[src/rtl/dmem_arb_pkg.sv]
// dmem_arbiter shared types: owner encoding, read-return tag, burst width.
// Helpers map an owner to its one-hot grant and to the opposite master.
package dmem_arb_pkg;

  localparam int BURST_W = 4;

  typedef enum logic {
    OWN_M0 = 1'b0,
    OWN_M1 = 1'b1
  } owner_t;

  typedef struct packed {
    logic   valid;
    owner_t master;
  } rd_tag_t;

  function automatic owner_t other_of(input owner_t o);
    return (o == OWN_M0) ? OWN_M1 : OWN_M0;
  endfunction

  function automatic logic [1:0] onehot(input owner_t o);
    return (o == OWN_M1) ? 2'b10 : 2'b01;
  endfunction

endpackage

[src/rtl/dmem_arbiter_if.sv]
// Bus bundle of dmem_arbiter: core port (M0), loader port (M1), RAM port.
// slave = arbiter side, master = the requesters plus the RAM around it.
interface dmem_arbiter_if #(
  parameter int ADDR_W = 32,
  parameter int DATA_W = 32,
  parameter int CNT_W  = 16
);

  logic              M0_READ;
  logic              M0_WRITE;
  logic [ADDR_W-1:0] M0_ADDR;
  logic [DATA_W-1:0] M0_WDATA;
  logic              M0_STALL;
  logic [DATA_W-1:0] M0_RDATA;
  logic              M0_RVALID;

  logic              M1_REQ;
  logic              M1_WE;
  logic [ADDR_W-1:0] M1_ADDR;
  logic [DATA_W-1:0] M1_WDATA;
  logic              M1_GNT;
  logic [DATA_W-1:0] M1_RDATA;
  logic              M1_RVALID;

  logic              RAM_CS;
  logic              RAM_WE;
  logic [ADDR_W-1:0] RAM_ADDR;
  logic [DATA_W-1:0] RAM_WDATA;
  logic [DATA_W-1:0] RAM_RDATA;

  logic [CNT_W-1:0]  CONTENTION;

  modport slave (
    input  M0_READ, M0_WRITE, M0_ADDR, M0_WDATA,
    output M0_STALL, M0_RDATA, M0_RVALID,
    input  M1_REQ, M1_WE, M1_ADDR, M1_WDATA,
    output M1_GNT, M1_RDATA, M1_RVALID,
    output RAM_CS, RAM_WE, RAM_ADDR, RAM_WDATA,
    input  RAM_RDATA,
    output CONTENTION
  );

  modport master (
    output M0_READ, M0_WRITE, M0_ADDR, M0_WDATA,
    input  M0_STALL, M0_RDATA, M0_RVALID,
    output M1_REQ, M1_WE, M1_ADDR, M1_WDATA,
    input  M1_GNT, M1_RDATA, M1_RVALID,
    input  RAM_CS, RAM_WE, RAM_ADDR, RAM_WDATA,
    output RAM_RDATA,
    input  CONTENTION
  );

endinterface

[src/rtl/dmem_arb_rr_core.sv]
// Burst-limited two-way grant core: CLK, RESET_N, req[1:0] in, gnt[1:0] out.
// Holds the last owner and its consecutive-grant count; grant is combinational.
module dmem_arb_rr_core
  import dmem_arb_pkg::*;
#(
  parameter int MAX_BURST = 4
) (
  input  logic       CLK,
  input  logic       RESET_N,
  input  logic [1:0] req,
  output logic [1:0] gnt
);

  localparam logic [BURST_W-1:0] B_MAX = BURST_W'(MAX_BURST);
  localparam logic [BURST_W-1:0] B_ONE = BURST_W'(1);

  owner_t             owner;
  logic [BURST_W-1:0] burst;
  logic               keep;
  logic               to_owner;

  // burst==0 only right after reset: the owner never actually
  // got a grant, so contention goes to the other master (M0).
  assign keep = (burst != '0) && (burst < B_MAX);

  always_comb begin
    gnt = 2'b00;
    if (RESET_N) begin
      unique case (1'b1)
        (req == 2'b11):
          gnt = keep ? onehot(owner)
                     : onehot(other_of(owner));
        default:
          gnt = req;
      endcase
    end
  end

  assign to_owner = (gnt == onehot(owner));

  always_ff @(posedge CLK) begin
    if (!RESET_N) begin
      owner <= OWN_M1;
      burst <= '0;
    end else if (gnt != 2'b00) begin
      if (to_owner) begin
        if (burst < B_MAX) burst <= burst + B_ONE;
      end else begin
        owner <= other_of(owner);
        burst <= B_ONE;
      end
    end
  end

endmodule

[src/rtl/dmem_arbiter.sv]
// Shares one single-port data RAM between the core (M0) and loader (M1).
// Ports: CLK, RESET_N (sync, active-low), bus (dmem_arbiter_if.slave).
module dmem_arbiter
  import dmem_arb_pkg::*;
#(
  parameter int ADDR_W    = 32,
  parameter int DATA_W    = 32,
  parameter int MAX_BURST = 4,
  parameter int CNT_W     = 16
) (
  input logic           CLK,
  input logic           RESET_N,
  dmem_arbiter_if.slave bus
);

  logic              m0_req;
  logic [1:0]        req;
  logic [1:0]        gnt;
  logic              ram_we;
  logic [ADDR_W-1:0] ram_addr;
  logic [DATA_W-1:0] ram_wdata;
  logic              rd_gnt;
  rd_tag_t           tag;
  logic              m0_hit;
  logic              m1_hit;
  logic [CNT_W-1:0]  cnt;

  assign m0_req = bus.M0_READ | bus.M0_WRITE;
  assign req    = {bus.M1_REQ, m0_req};

  dmem_arb_rr_core #(
    .MAX_BURST(MAX_BURST)
  ) u_core (
    .CLK    (CLK),
    .RESET_N(RESET_N),
    .req    (req),
    .gnt    (gnt)
  );

  always_comb begin
    ram_we    = 1'b0;
    ram_addr  = '0;
    ram_wdata = '0;
    unique case (1'b1)
      gnt[0]: begin
        ram_we    = bus.M0_WRITE;
        ram_addr  = bus.M0_ADDR;
        ram_wdata = bus.M0_WDATA;
      end
      gnt[1]: begin
        ram_we    = bus.M1_WE;
        ram_addr  = bus.M1_ADDR;
        ram_wdata = bus.M1_WDATA;
      end
      default: ;
    endcase
  end

  assign bus.RAM_CS    = |gnt;
  assign bus.RAM_WE    = ram_we;
  assign bus.RAM_ADDR  = ram_addr;
  assign bus.RAM_WDATA = ram_wdata;

  // Combinational so the core freezes PC/regfile write this cycle.
  assign bus.M0_STALL = RESET_N & m0_req & ~gnt[0];
  assign bus.M1_GNT   = gnt[1];

  assign rd_gnt = (gnt[0] & bus.M0_READ)
                | (gnt[1] & ~bus.M1_WE);

  always_ff @(posedge CLK) begin
    if (!RESET_N) begin
      tag <= '{valid: 1'b0, master: OWN_M0};
    end else begin
      tag.valid  <= rd_gnt;
      tag.master <= gnt[1] ? OWN_M1 : OWN_M0;
    end
  end

  // Gated by RESET_N so a read in flight is dropped at once.
  assign m0_hit = RESET_N & tag.valid
                & (tag.master == OWN_M0);
  assign m1_hit = RESET_N & tag.valid
                & (tag.master == OWN_M1);

  assign bus.M0_RVALID = m0_hit;
  assign bus.M1_RVALID = m1_hit;
  assign bus.M0_RDATA  = m0_hit ? bus.RAM_RDATA : '0;
  assign bus.M1_RDATA  = m1_hit ? bus.RAM_RDATA : '0;

  always_ff @(posedge CLK) begin
    if (!RESET_N) begin
      cnt <= '0;
    end else if (m0_req & bus.M1_REQ & (cnt != '1)) begin
      cnt <= cnt + CNT_W'(1);
    end
  end

  assign bus.CONTENTION = cnt;

endmodule

[src/flat_wrapper.sv]
// flat-port wrapper written by rule: the top's interface ports become plain ports
module dmem_arbiter_flat import dmem_arb_pkg::*;
#(
  parameter int ADDR_W    = 32,
  parameter int DATA_W    = 32,
  parameter int MAX_BURST = 4,
  parameter int CNT_W     = 16
)
  (CLK, RESET_N, bus_M0_READ, bus_M0_WRITE, bus_M0_ADDR, bus_M0_WDATA, bus_M0_STALL, bus_M0_RDATA, bus_M0_RVALID, bus_M1_REQ, bus_M1_WE, bus_M1_ADDR, bus_M1_WDATA, bus_M1_GNT, bus_M1_RDATA, bus_M1_RVALID, bus_RAM_CS, bus_RAM_WE, bus_RAM_ADDR, bus_RAM_WDATA, bus_RAM_RDATA, bus_CONTENTION);
  dmem_arbiter_if #(.ADDR_W(ADDR_W), .DATA_W(DATA_W), .CNT_W(CNT_W)) bus_i ();
  input logic CLK;
  input logic RESET_N;
  input wire logic [$bits(bus_i.M0_READ)-1:0] bus_M0_READ;
  input wire logic [$bits(bus_i.M0_WRITE)-1:0] bus_M0_WRITE;
  input wire logic [$bits(bus_i.M0_ADDR)-1:0] bus_M0_ADDR;
  input wire logic [$bits(bus_i.M0_WDATA)-1:0] bus_M0_WDATA;
  output wire logic [$bits(bus_i.M0_STALL)-1:0] bus_M0_STALL;
  output wire logic [$bits(bus_i.M0_RDATA)-1:0] bus_M0_RDATA;
  output wire logic [$bits(bus_i.M0_RVALID)-1:0] bus_M0_RVALID;
  input wire logic [$bits(bus_i.M1_REQ)-1:0] bus_M1_REQ;
  input wire logic [$bits(bus_i.M1_WE)-1:0] bus_M1_WE;
  input wire logic [$bits(bus_i.M1_ADDR)-1:0] bus_M1_ADDR;
  input wire logic [$bits(bus_i.M1_WDATA)-1:0] bus_M1_WDATA;
  output wire logic [$bits(bus_i.M1_GNT)-1:0] bus_M1_GNT;
  output wire logic [$bits(bus_i.M1_RDATA)-1:0] bus_M1_RDATA;
  output wire logic [$bits(bus_i.M1_RVALID)-1:0] bus_M1_RVALID;
  output wire logic [$bits(bus_i.RAM_CS)-1:0] bus_RAM_CS;
  output wire logic [$bits(bus_i.RAM_WE)-1:0] bus_RAM_WE;
  output wire logic [$bits(bus_i.RAM_ADDR)-1:0] bus_RAM_ADDR;
  output wire logic [$bits(bus_i.RAM_WDATA)-1:0] bus_RAM_WDATA;
  input wire logic [$bits(bus_i.RAM_RDATA)-1:0] bus_RAM_RDATA;
  output wire logic [$bits(bus_i.CONTENTION)-1:0] bus_CONTENTION;
  assign bus_i.M0_READ = bus_M0_READ;
  assign bus_i.M0_WRITE = bus_M0_WRITE;
  assign bus_i.M0_ADDR = bus_M0_ADDR;
  assign bus_i.M0_WDATA = bus_M0_WDATA;
  assign bus_M0_STALL = bus_i.M0_STALL;
  assign bus_M0_RDATA = bus_i.M0_RDATA;
  assign bus_M0_RVALID = bus_i.M0_RVALID;
  assign bus_i.M1_REQ = bus_M1_REQ;
  assign bus_i.M1_WE = bus_M1_WE;
  assign bus_i.M1_ADDR = bus_M1_ADDR;
  assign bus_i.M1_WDATA = bus_M1_WDATA;
  assign bus_M1_GNT = bus_i.M1_GNT;
  assign bus_M1_RDATA = bus_i.M1_RDATA;
  assign bus_M1_RVALID = bus_i.M1_RVALID;
  assign bus_RAM_CS = bus_i.RAM_CS;
  assign bus_RAM_WE = bus_i.RAM_WE;
  assign bus_RAM_ADDR = bus_i.RAM_ADDR;
  assign bus_RAM_WDATA = bus_i.RAM_WDATA;
  assign bus_i.RAM_RDATA = bus_RAM_RDATA;
  assign bus_CONTENTION = bus_i.CONTENTION;
  dmem_arbiter #(.ADDR_W(ADDR_W), .DATA_W(DATA_W), .MAX_BURST(MAX_BURST), .CNT_W(CNT_W)) u_core (.CLK(CLK), .RESET_N(RESET_N), .bus(bus_i));
endmodule
[config.mk]
export PLATFORM = sky130hd
export DESIGN_NAME = dmem_arbiter_flat
export DESIGN_NICKNAME = d
export VERILOG_FILES = /design/src/rtl/dmem_arb_pkg.sv /design/src/rtl/dmem_arbiter_if.sv /design/src/rtl/dmem_arb_rr_core.sv /design/src/rtl/dmem_arbiter.sv /design/src/flat_wrapper.sv
export SDC_FILE = /design/constraint.sdc
export NUM_CORES = 1
export LEC_CHECK = 0
export ABC_AREA = 1
export CORE_AREA = 4 4 121 123
export CTS_BUF_LIST = sky130_fd_sc_hd__clkbuf_4 sky130_fd_sc_hd__clkbuf_8 sky130_fd_sc_hd__clkbuf_16
export DETAILED_ROUTE_END_ITERATION = 7
export DIE_AREA = 0 0 125 127
export SYNTH_ARGS = -nofsm -noshare
export SYNTH_HDL_FRONTEND = slang
export SYNTH_HIERARCHICAL = 1
export SYNTH_SLANG_ARGS = --single-unit
export TNS_END_PERCENT = 100
[constraint.sdc]
create_clock -name CLK -period 2.75 [get_ports CLK]
set_input_delay 0.55 -clock CLK [delete_from_list [all_inputs] [get_ports CLK]]
set_output_delay 0.55 -clock CLK [all_outputs]
set_load 0.01 [all_outputs]
==> After elaboration in Yosys (flattened, before gate mapping) <==
Cells that the tools add are included.
Widths: inputs -> output; s select.
{ "totals": {"ff_bits": 23, "in_bits": 166, "out_inout_bits": 150, "elab_cells": 47} }
{ "op_classes": {"n_addsub": 2, "order_cmp": 1, "eq_ne": 4, "mux": 14, "bitwise": 15, "reduce_logical": 6} }
{ "ops": {"columns": ["op", "count"], "rows": [
  ["$pmux 32 s2", 2],
  ["$mux 32", 2],
  ["$add 16x1->16 const B", 1],
  ["$ne 16x16->1 const B", 1],
  ["$mux 2", 5],
  ["$and 1x1->1", 9],
  ["$mux 4", 2],
  ["$add 4x1->4 const B", 1],
  ["$lt 4x3->1 const B", 1],
  ["$not 1->1", 4],
  ["$reduce_and 2->1", 2],
  ["$reduce_bool 4->1", 1],
  ["$eq 2x2->1", 1],
  ["$eq 2x2->1 const B", 1],
  ["$mux 1", 2],
  ["$ne 2x1->1 const B", 1],
  ["$or 1x1->1", 2],
  ["$pmux 1 s2", 1],
  ["$reduce_bool 2->1", 1],
  ["$reduce_or 2->1", 1],
  ["$logic_and 1x1->1", 1]
]} }

==> Depth between registers and ports, before layout <==
{ "depth": {"ltp_word": 8, "mapped_depth": 13, "ltp_nobuf": 12} }

==> Hierarchy <==
Netlist, hierarchy kept.
{ "modules_own_cells": {"columns": ["mod", "instances", "cells_each", "area_per_inst_um2", "seq_area_each_um2"], "rows": [
  ["dmem_arbiter", 1, 356, 2134.5, 360.3],
  ["dmem_arb_rr_core", 1, 57, 410.4, 100.1]
]} }

==> Worst setup path after synthesis <==
OpenSTA, ideal clock, no wires.
{ "synth_timing": {"path_kind": "input port to output port", "startpoint": "in bus_M0_WRITE", "endpoint": "out bus_RAM_ADDR[14]", "arrival_ps": 2049, "required_time_ps": 2200, "setup_slack_ps": 151, "path_stages": 6, "path_buffers": 2, "cell_sequence": "nor2_4 > inv_1 > a31oi_1 > buf_2 > buf_1 > a22o_1"} }
{ "synth_via": {"elab_chain_cells": 5} }
{ "synth_rtl": {"columns": ["item", "line", "source"], "rows": [
  ["from (decl)", "flat_wrapper.sv:14", "input wire logic [$bits(bus_i.M0_WRITE)-1:0] bus_M0_WRITE;"],
  ["$or 1x1->1", "dmem_arbiter.sv:28", "assign m0_req = bus.M0_READ | bus.M0_WRITE;"],
  ["via u_core.m0_req", "dmem_arbiter.sv:16", "logic m0_req;"],
  ["$eq 2x2->1", "dmem_arb_rr_core.sv:30", "(req == 2'b11):"],
  ["$mux 2", "dmem_arb_rr_core.sv:29", "unique case (1'b1)"],
  ["$mux 2", "dmem_arb_rr_core.sv:28", "if (RESET_N) begin"],
  ["via bus_M1_GNT", "flat_wrapper.sv:24", "output wire logic [$bits(bus_i.M1_GNT)-1:0] bus_M1_GNT;"],
  ["$pmux 32 s2", "dmem_arbiter.sv:44", "unique case (1'b1)"],
  ["to (decl)", "flat_wrapper.sv:29", "output wire logic [$bits(bus_i.RAM_ADDR)-1:0] bus_RAM_ADDR;"]
]} }
The timed path passes the listed nets, and every way through them passes these cells.

==> Worst setup path after layout <==
{ "layout_timing": {"startpoint": "in RESET_N", "endpoint": "out bus_M1_RDATA[13]"} }
{ "layout_via": {"elab_chain_cells": 3} }
{ "layout_rtl": {"columns": ["item", "line", "source"], "rows": [
  ["from (decl)", "flat_wrapper.sv:12", "input logic RESET_N;"],
  ["$and 1x1->1", "dmem_arbiter.sv:83", "assign m1_hit = RESET_N & tag.valid"],
  ["$and 1x1->1", "dmem_arbiter.sv:84", "& (tag.master == OWN_M1);"],
  ["$mux 32", "dmem_arbiter.sv:89", "assign bus.M1_RDATA = m1_hit ? bus.RAM_RDATA : '0;"],
  ["to (decl)", "flat_wrapper.sv:25", "output wire logic [$bits(bus_i.M1_RDATA)-1:0] bus_M1_RDATA;"]
]} }
Every way passes these cells.

==> key figures <==
Floorplan
  • Initial Utilization: 0.186
  • Core area: about 14,000 um^2
  • DIE AREA: roughly 16,000 um^2
  • Io pins: 316
  • Row cnt: 43
  • DIE HEIGHT: between 100 and 150 um
  • Die X: between 100 and 150 um

Drt
  • Post-DRT Antenna Nets: 0
  • DR pass1 iterations: 4
  • Via/cell ratio: roughly 4.5
  • Vias: between 4,000 and 5,000
  • DRC Markers: 0
  • Routed wire length: around 19,000 um
  • Iter 0 DRT Violations: approximately 220
  • Routed len/inst: between 20 and 25 um

Yosys
  • Syn avg cell area: 6.16 um^2
  • Synth cell types: 32
  • Post-synth EDFFs: 0
  • FF+latch count, synth: 23
  • Cell Area, Synth: 2540 um^2
  • Post-synth ARST share: 0
  • Sequential share of the synthesized area: 0.181
  • Synth Flop Type: dfxtp_1
  • Synth warn: 6
  • Synthesized Nets: a little under 600
  • Synthesized instance count: 413

Critical path
  • Worst setup SP type: input port
  • Slowest cell on crit path: clkdlybuf4s50_1
  • Crit path kind: in -> out
  • Critical path, cell by cell: dlygate4sd2_1 > buf_4 > inv_2 > nor3_4 > inv_2 > buf_12 > nor2_1 > clkdlybuf4s50_1
  • Critical Path Most Common Cell: inv_2
  • Worst EP required: roughly 2.2 ns
  • Crit path max fanout: 32
  • Worst EP arrival: between 2 and 2.5 ns
  • Critical Path End Type: primary output
  • CP max stage delay: between 0.5 and 0.6 ns

Timing
  • Total negative slack: 0 ns
  • Setup ws final: between 0.04 and 0.05 ns
  • Clock skew: about 0.0029 ns
  • Max Slew Vio Count: 0
  • Final setup vio count: 0
  • Slew @ Worst Pin: 0.319 ns
  • Max Fclk: between 300 and 400 MHz
  • Max_slew headroom: 0.787
  • Final hold vios: 0
  • Minimum clock period: about 2.7 ns
  • Ratio of final minimum period to clock period: 0.985
  • Worst hold slack: about 0.49 ns

Global route
  • Antenna violations before repair: 0
  • Vias in the first global route: 4,233
  • Pin count of the biggest net entering global routing: 35
  • Grt ovf: 0
  • GRT Util Overall: 0.219
  • First-pass GRT wire length: 26,900 um

Placed design
  • Place WS: -0.479 ns
  • Port Buffers: approximately 320
  • Post-detail-place hpwl: about 16,000 um
  • Placed Cells: 906
  • Post-DP Area: approximately 6100 um^2
  • RD Place Congestion: approximately 0.96

Clocking
  • Cts hold-fix bufs: 0
  • Clk Tree Root Cell: clkbuf_16
  • Max clock buf depth: 2
  • CTS buffer count: 3
  • CTS tree: done
  • # clock sinks: 23
  • Number of H-tree levels: 1
  • Clock latency on the worst-skew pair: between 0.2 and 0.3 ns
  • Clock slew at reported path FFs: 0.07 ns

Run status
  • Status: finished clean

Final layout
  • Area Growth Syn to Fin: 148%
  • Layout cells sized above 1: 0.179
  • Filler Cells Inserted: 1,356
  • Ant diodes: 0
  • NumNets Final: ~900
  • Area occupied by multi-input gates: approximately 1800 um^2
  • Non-Filler Instances: between 900 and 1,000
  • Fin util: 0.462
  • Post-route cell area: around 6300 um^2
  • Reg area: about 460 um^2

Power and ir drop
  • Cell internal pwr: 1.04 mW
  • Clock network power share: 0.211
  • Cell Pwr Density: roughly 250 nW/um^2
  • Leakage: 3.41 nW
  • Tot Pwr: about 1.6 mW
  • Sw Pwr: approximately 0.53 mW
  • Comb pwr share: 0.564
  • Part of the power in registers: 0.225
  • VDD IR max: 195 uV
  • Sw Share: 0.335

Min path
  • Worst min path class: reg -> reg

Flow run
  • Max Cap Viol: 0
## repair_timing
| action | CTS | global route |
|---|---|---|
| cloned | 3 | 2 |
| pin swaps | 3 | 2 |
| endpoints found under the setup margin | 133 | 123 |
| setup buffers | 8 | 6 |
| gates resized for setup | 88 | 156 |
## path summary, 6_finish.rpt
path	from	cells past startpoint	end	slack (ns)
max	RESET_N	8	bus_M1_RDATA[13]	0.04
min reg2reg	u_core/u_core/burst[3]	2	u_core/u_core/burst[3]	0.49
min	u_core/u_core/burst[3]	2	u_core/u_core/burst[3]	0.49
max reg2reg	u_core/u_core/burst[0]	12	u_core/tag[1]	0.85
## placed cells by master, fill, tap and decap left out, types with 2 or more instances in the layout
cell type,instances
buf_6,5
a22o_4,4
clkdlybuf4s50_1,209
dfxtp_2,2
dlygate4sd2_1,6
nor2_2,3
buf_12,8
a22o_1,61
clkbuf_2,49
nor2_1,113
buf_4,25
a21oi_1,10
o21ai_0,2
clkinv_2,2
buf_16,2
nand4_4,2
ha_1,3
nor2_4,7
clkbuf_16,5
nand2_2,3
inv_2,5
nor3_4,2
nand3_1,23
dfxtp_1,21
clkdlybuf4s15_1,16
nand2_1,53
nor3_1,3
nand3b_1,3
inv_1,57
dlymetal6s2s_1,34
## sequential cells by signal, indices dropped and copies added (netlist names)
name / count
u_core/bus.CONTENTION: 16
u_core/u_core/burst: 4
u_core/tag: 2
u_core/u_core/owner: 1
## routing by layer
layer	vias to the layer above	part of all wire	wire, um	global-route usage
met4	0	0.020	388	0.0434
met1	1924	0.42	7970	0.281
met5	-	0	0	0
met3	24	0.10	1900	0.0744
met2	222	0.46	8780	0.360
li1	2020	-	-	-
## synth_stat cells, types with 2 or more instances
master,instances,area (um^2)
ha_1,3,37.5
nor3_2,2,20.0
buf_4,2,15.0
nand4_4,2,42.5
buf_1,2,7.51
inv_2,2,7.51
nand3_1,23,115
buf_6,3,33.8
nor2_1,115,432
nor2_4,6,67.6
inv_1,60,225
a21oi_1,10,50.1
clkbuf_1,12,45.0
dfxtp_1,23,460
nand2_1,55,206
a22o_1,65,569
buf_2,7,35.0
nor2_2,2,12.5
nand3b_1,3,22.5
nor3_1,3,15.0
o21ai_0,2,10.0
## layout make-up
| type | instances | area share |
|---|---|---|
| Timing Repair Buffer | 358 | 0.558 |
| Multi-Input combinational cell | 301 | 0.283 |
| Sequential cell | 23 | 0.0733 |
| Inverter | 63 | 0.0376 |
| Tap cell | 180 | 0.0357 |
| Clock buffer | 3 | 0.0119 |
| Clock inverter | 1 | 0.000792 |
## power by group through the flow
stage | Sequential, mW | Combinational, mW | Clock (mW)
2_1_floorplan | 0.360 | 0.289 | 0
3_3_place_gp | 0.360 | 0.862 | 0
3_5_place_dp | 0.361 | 0.863 | 0
4_1_cts | 0.353 | 0.865 | 0.327
5_1_grt | 0.355 | 0.941 | 0.350
6_report | 0.353 | 0.886 | 0.332
## worst max-delay path, delay by kind of cell
kind | cells | cell delay (ns)
buffers and inverters | 6 | 1.29
AND/OR/NAND/NOR | 2 | 0.31
## cell families after synthesis
family | Yosys count | synth area share
buffers and inverters | 89 | 0.147
adders and majority gates | 3 | 0.0148
DFF | 23 | 0.181
xor gates and xnor gates | 1 | 0.00344
AOI/OAI and AO/OA | 81 | 0.262
and+or+nand+nor | 216 | 0.392
No activity file was read; power rests on OpenSTA's default activity.
==> RTL change: new RTL, same settings <==
`DATA_W` is set to 32 in 3 places; all go to 16.
--- a/src/rtl/dmem_arbiter_if.sv
+++ b/src/rtl/dmem_arbiter_if.sv
@@ -4,3 +4,3 @@
   parameter int ADDR_W = 32,
-  parameter int DATA_W = 32,
+  parameter int DATA_W = 16,
   parameter int CNT_W  = 16
--- a/src/rtl/dmem_arbiter.sv
+++ b/src/rtl/dmem_arbiter.sv
@@ -6,3 +6,3 @@
   parameter int ADDR_W    = 32,
-  parameter int DATA_W    = 32,
+  parameter int DATA_W    = 16,
   parameter int MAX_BURST = 4,
--- a/src/flat_wrapper.sv
+++ b/src/flat_wrapper.sv
@@ -4,3 +4,3 @@
   parameter int ADDR_W    = 32,
-  parameter int DATA_W    = 32,
+  parameter int DATA_W    = 16,
   parameter int MAX_BURST = 4,
Interface: changed (6 resized); port bits go from 316 to 220. No check against the original RTL was run, so the function may have changed too.
==> RTL change against the original RTL <==
Worst setup slack better by 38 ps; sequential cell count unchanged; highest routed layer is now met5; cell area is 23% lower; total power fell by 17%; via count decreased by 22%; combinational power fell by 29%; sequential share of layout area up 2.2 points; area after synthesis down 14%; critical path type unchanged; worst hold slack improved by 3.2 ps; largest cell class unchanged; largest power group unchanged; wire length is 39% lower.
==> RTL change: results (changes against the original RTL) <==
* Wire length of the first global-routing pass: 17590 µm (-35%)
- Initial antenna violation count: 3 (+3)
- DR WL met3: 1037 µm (-45%)
* Maximum clock skew at final layout: 5.488 ps (+2.609 ps)
- The count of buffers inserted at the top-level ports is 219 (-30%).
- The worst slack at placement is -453.3 ps (+25.87 ps).
* Synth top area cells: dfxtp_1 (21%), a22o_1 (19%), nor2_1 (14%)
- Vias/cell: 4.191 (-7.1%)
- The arrival time reported for the critical path endpoint came to 2120 ps (-40 ps).
* Largest stage delay on the critical path: 280 ps (-300 ps)
- Via count of the first global-routing pass: 3335 (-21%)
* HPWL after detailed placement: 9334 µm (-40%)
- The met2 track demand over resource came to 0.2281 (-0.1319).
* Placed cells: 758 (-16%)
- Slew @ Worst Pin: 484.5 ps (+165.7 ps)
- The overall routing resource usage is 0.1356 (-0.08316).
- The layout filler cell count is 1425 (+5.1%).
- The proportion of layout cells with a drive suffix above 1 is 0.1815 (+0.002607).
* Highest routed layer: met5
- Routed length per placed instance: 14.98 µm (-27%)
- The fraction of met3 tracks used by global routing is 0.05351 (-0.02090).
- Portion of the post-synthesis area used by sequential elements: 0.2092 (+0.02829)
- Worst IR drop on VDD: 181.9 µV (-6.7%)
* Critical-path top delay cell: dlygate4sd2_1
- Mapped Nets: 477 (-18%)
- The leakage power summed over all cells was 0.002276 µW (-33%).
- The routed metal-1 wirelength came to 4862 µm (-39%).
- Power per standard cell area: 269.5 nW/µm² (+8.3%)
- Placed cell area: 4740 µm² (-22%)
- The layout net count is 717 (-22%).
- Final wirelength: 11610 µm (-39%)
* CP max FO: 22 (-31%)
- The async set-reset flop share out of synthesis came to 0 (unchanged).
- Mean post-synth cell area: 6.182 µm² (+0.33%)
- Pin count of the biggest net entering global routing: 23 (-34%)
- Starting DRT DRC Count: 127 (-42%)
- Status: finished clean
- RePlAce Congestion: 0.8866 (-7.7%)
RTL change: cell count changes in the layout (fill, tap and decap cells not counted), moves of 4 or more:
cell,delta
buf_6,-4
inv_1,-13
nor2_1,-32
a22o_1,-12
nor2_4,-4
clkdlybuf4s50_1,-53
a22o_4,-4
dlymetal6s2s_1,-27
buf_12,-4
clkbuf_2,-15
nand4_1,+6
RTL change: what timing repair did:
| action | CTS | global route |
|---|---|---|
| pin swaps | 3 | 2 |
| endpoints found under the setup margin | 84 | 69 |
| gates resized for setup | 69 | 87 |
| cloned | 3 | 0 |
| setup buffers | 7 | 3 |
RTL change: cell families after synthesis:
kind of cell             Yosys count  share of synthesized area
AND/OR/NAND/NOR                  190                     0.3957
AO/OA/AOI/OAI                     67                     0.2433
adder cells (fa/ha/maj)            3                    0.01706
buffers and inverters             72                     0.1308
XOR/XNOR                           1                   0.003980
flip-flops                        23                     0.2092
RTL change: where the power goes:
| part | internal [µW] | total [µW] | switching [µW] |
|---|---|---|---|
| logic | 365 | 628 | 263 |
| registers | 343 | 353 | 10.1 |
| clock network | 196 | 327 | 131 |
| total | 904 | 1310 | 404 |
RTL change: final timing paths:
path / end / slack [ps] / cells after the start / startpoint
min: u_core/u_core/burst[3] / 490 / 2 / u_core/u_core/burst[3]
max: bus_RAM_ADDR[17] / 80 / 9 / bus_M0_READ
max reg2reg: u_core/tag[1] / 1120 / 11 / u_core/u_core/burst[0]
min reg2reg: u_core/u_core/burst[3] / 490 / 2 / u_core/u_core/burst[3]
RTL change: layout make-up:
type | count | area share
clock buffer | 3 | 0.01546
clock inverter | 1 | 0.001031
inverter | 54 | 0.04253
multi-input combinational | 261 | 0.3049
sequential | 23 | 0.09510
tap | 180 | 0.04639
timing repair buffer | 253 | 0.4946
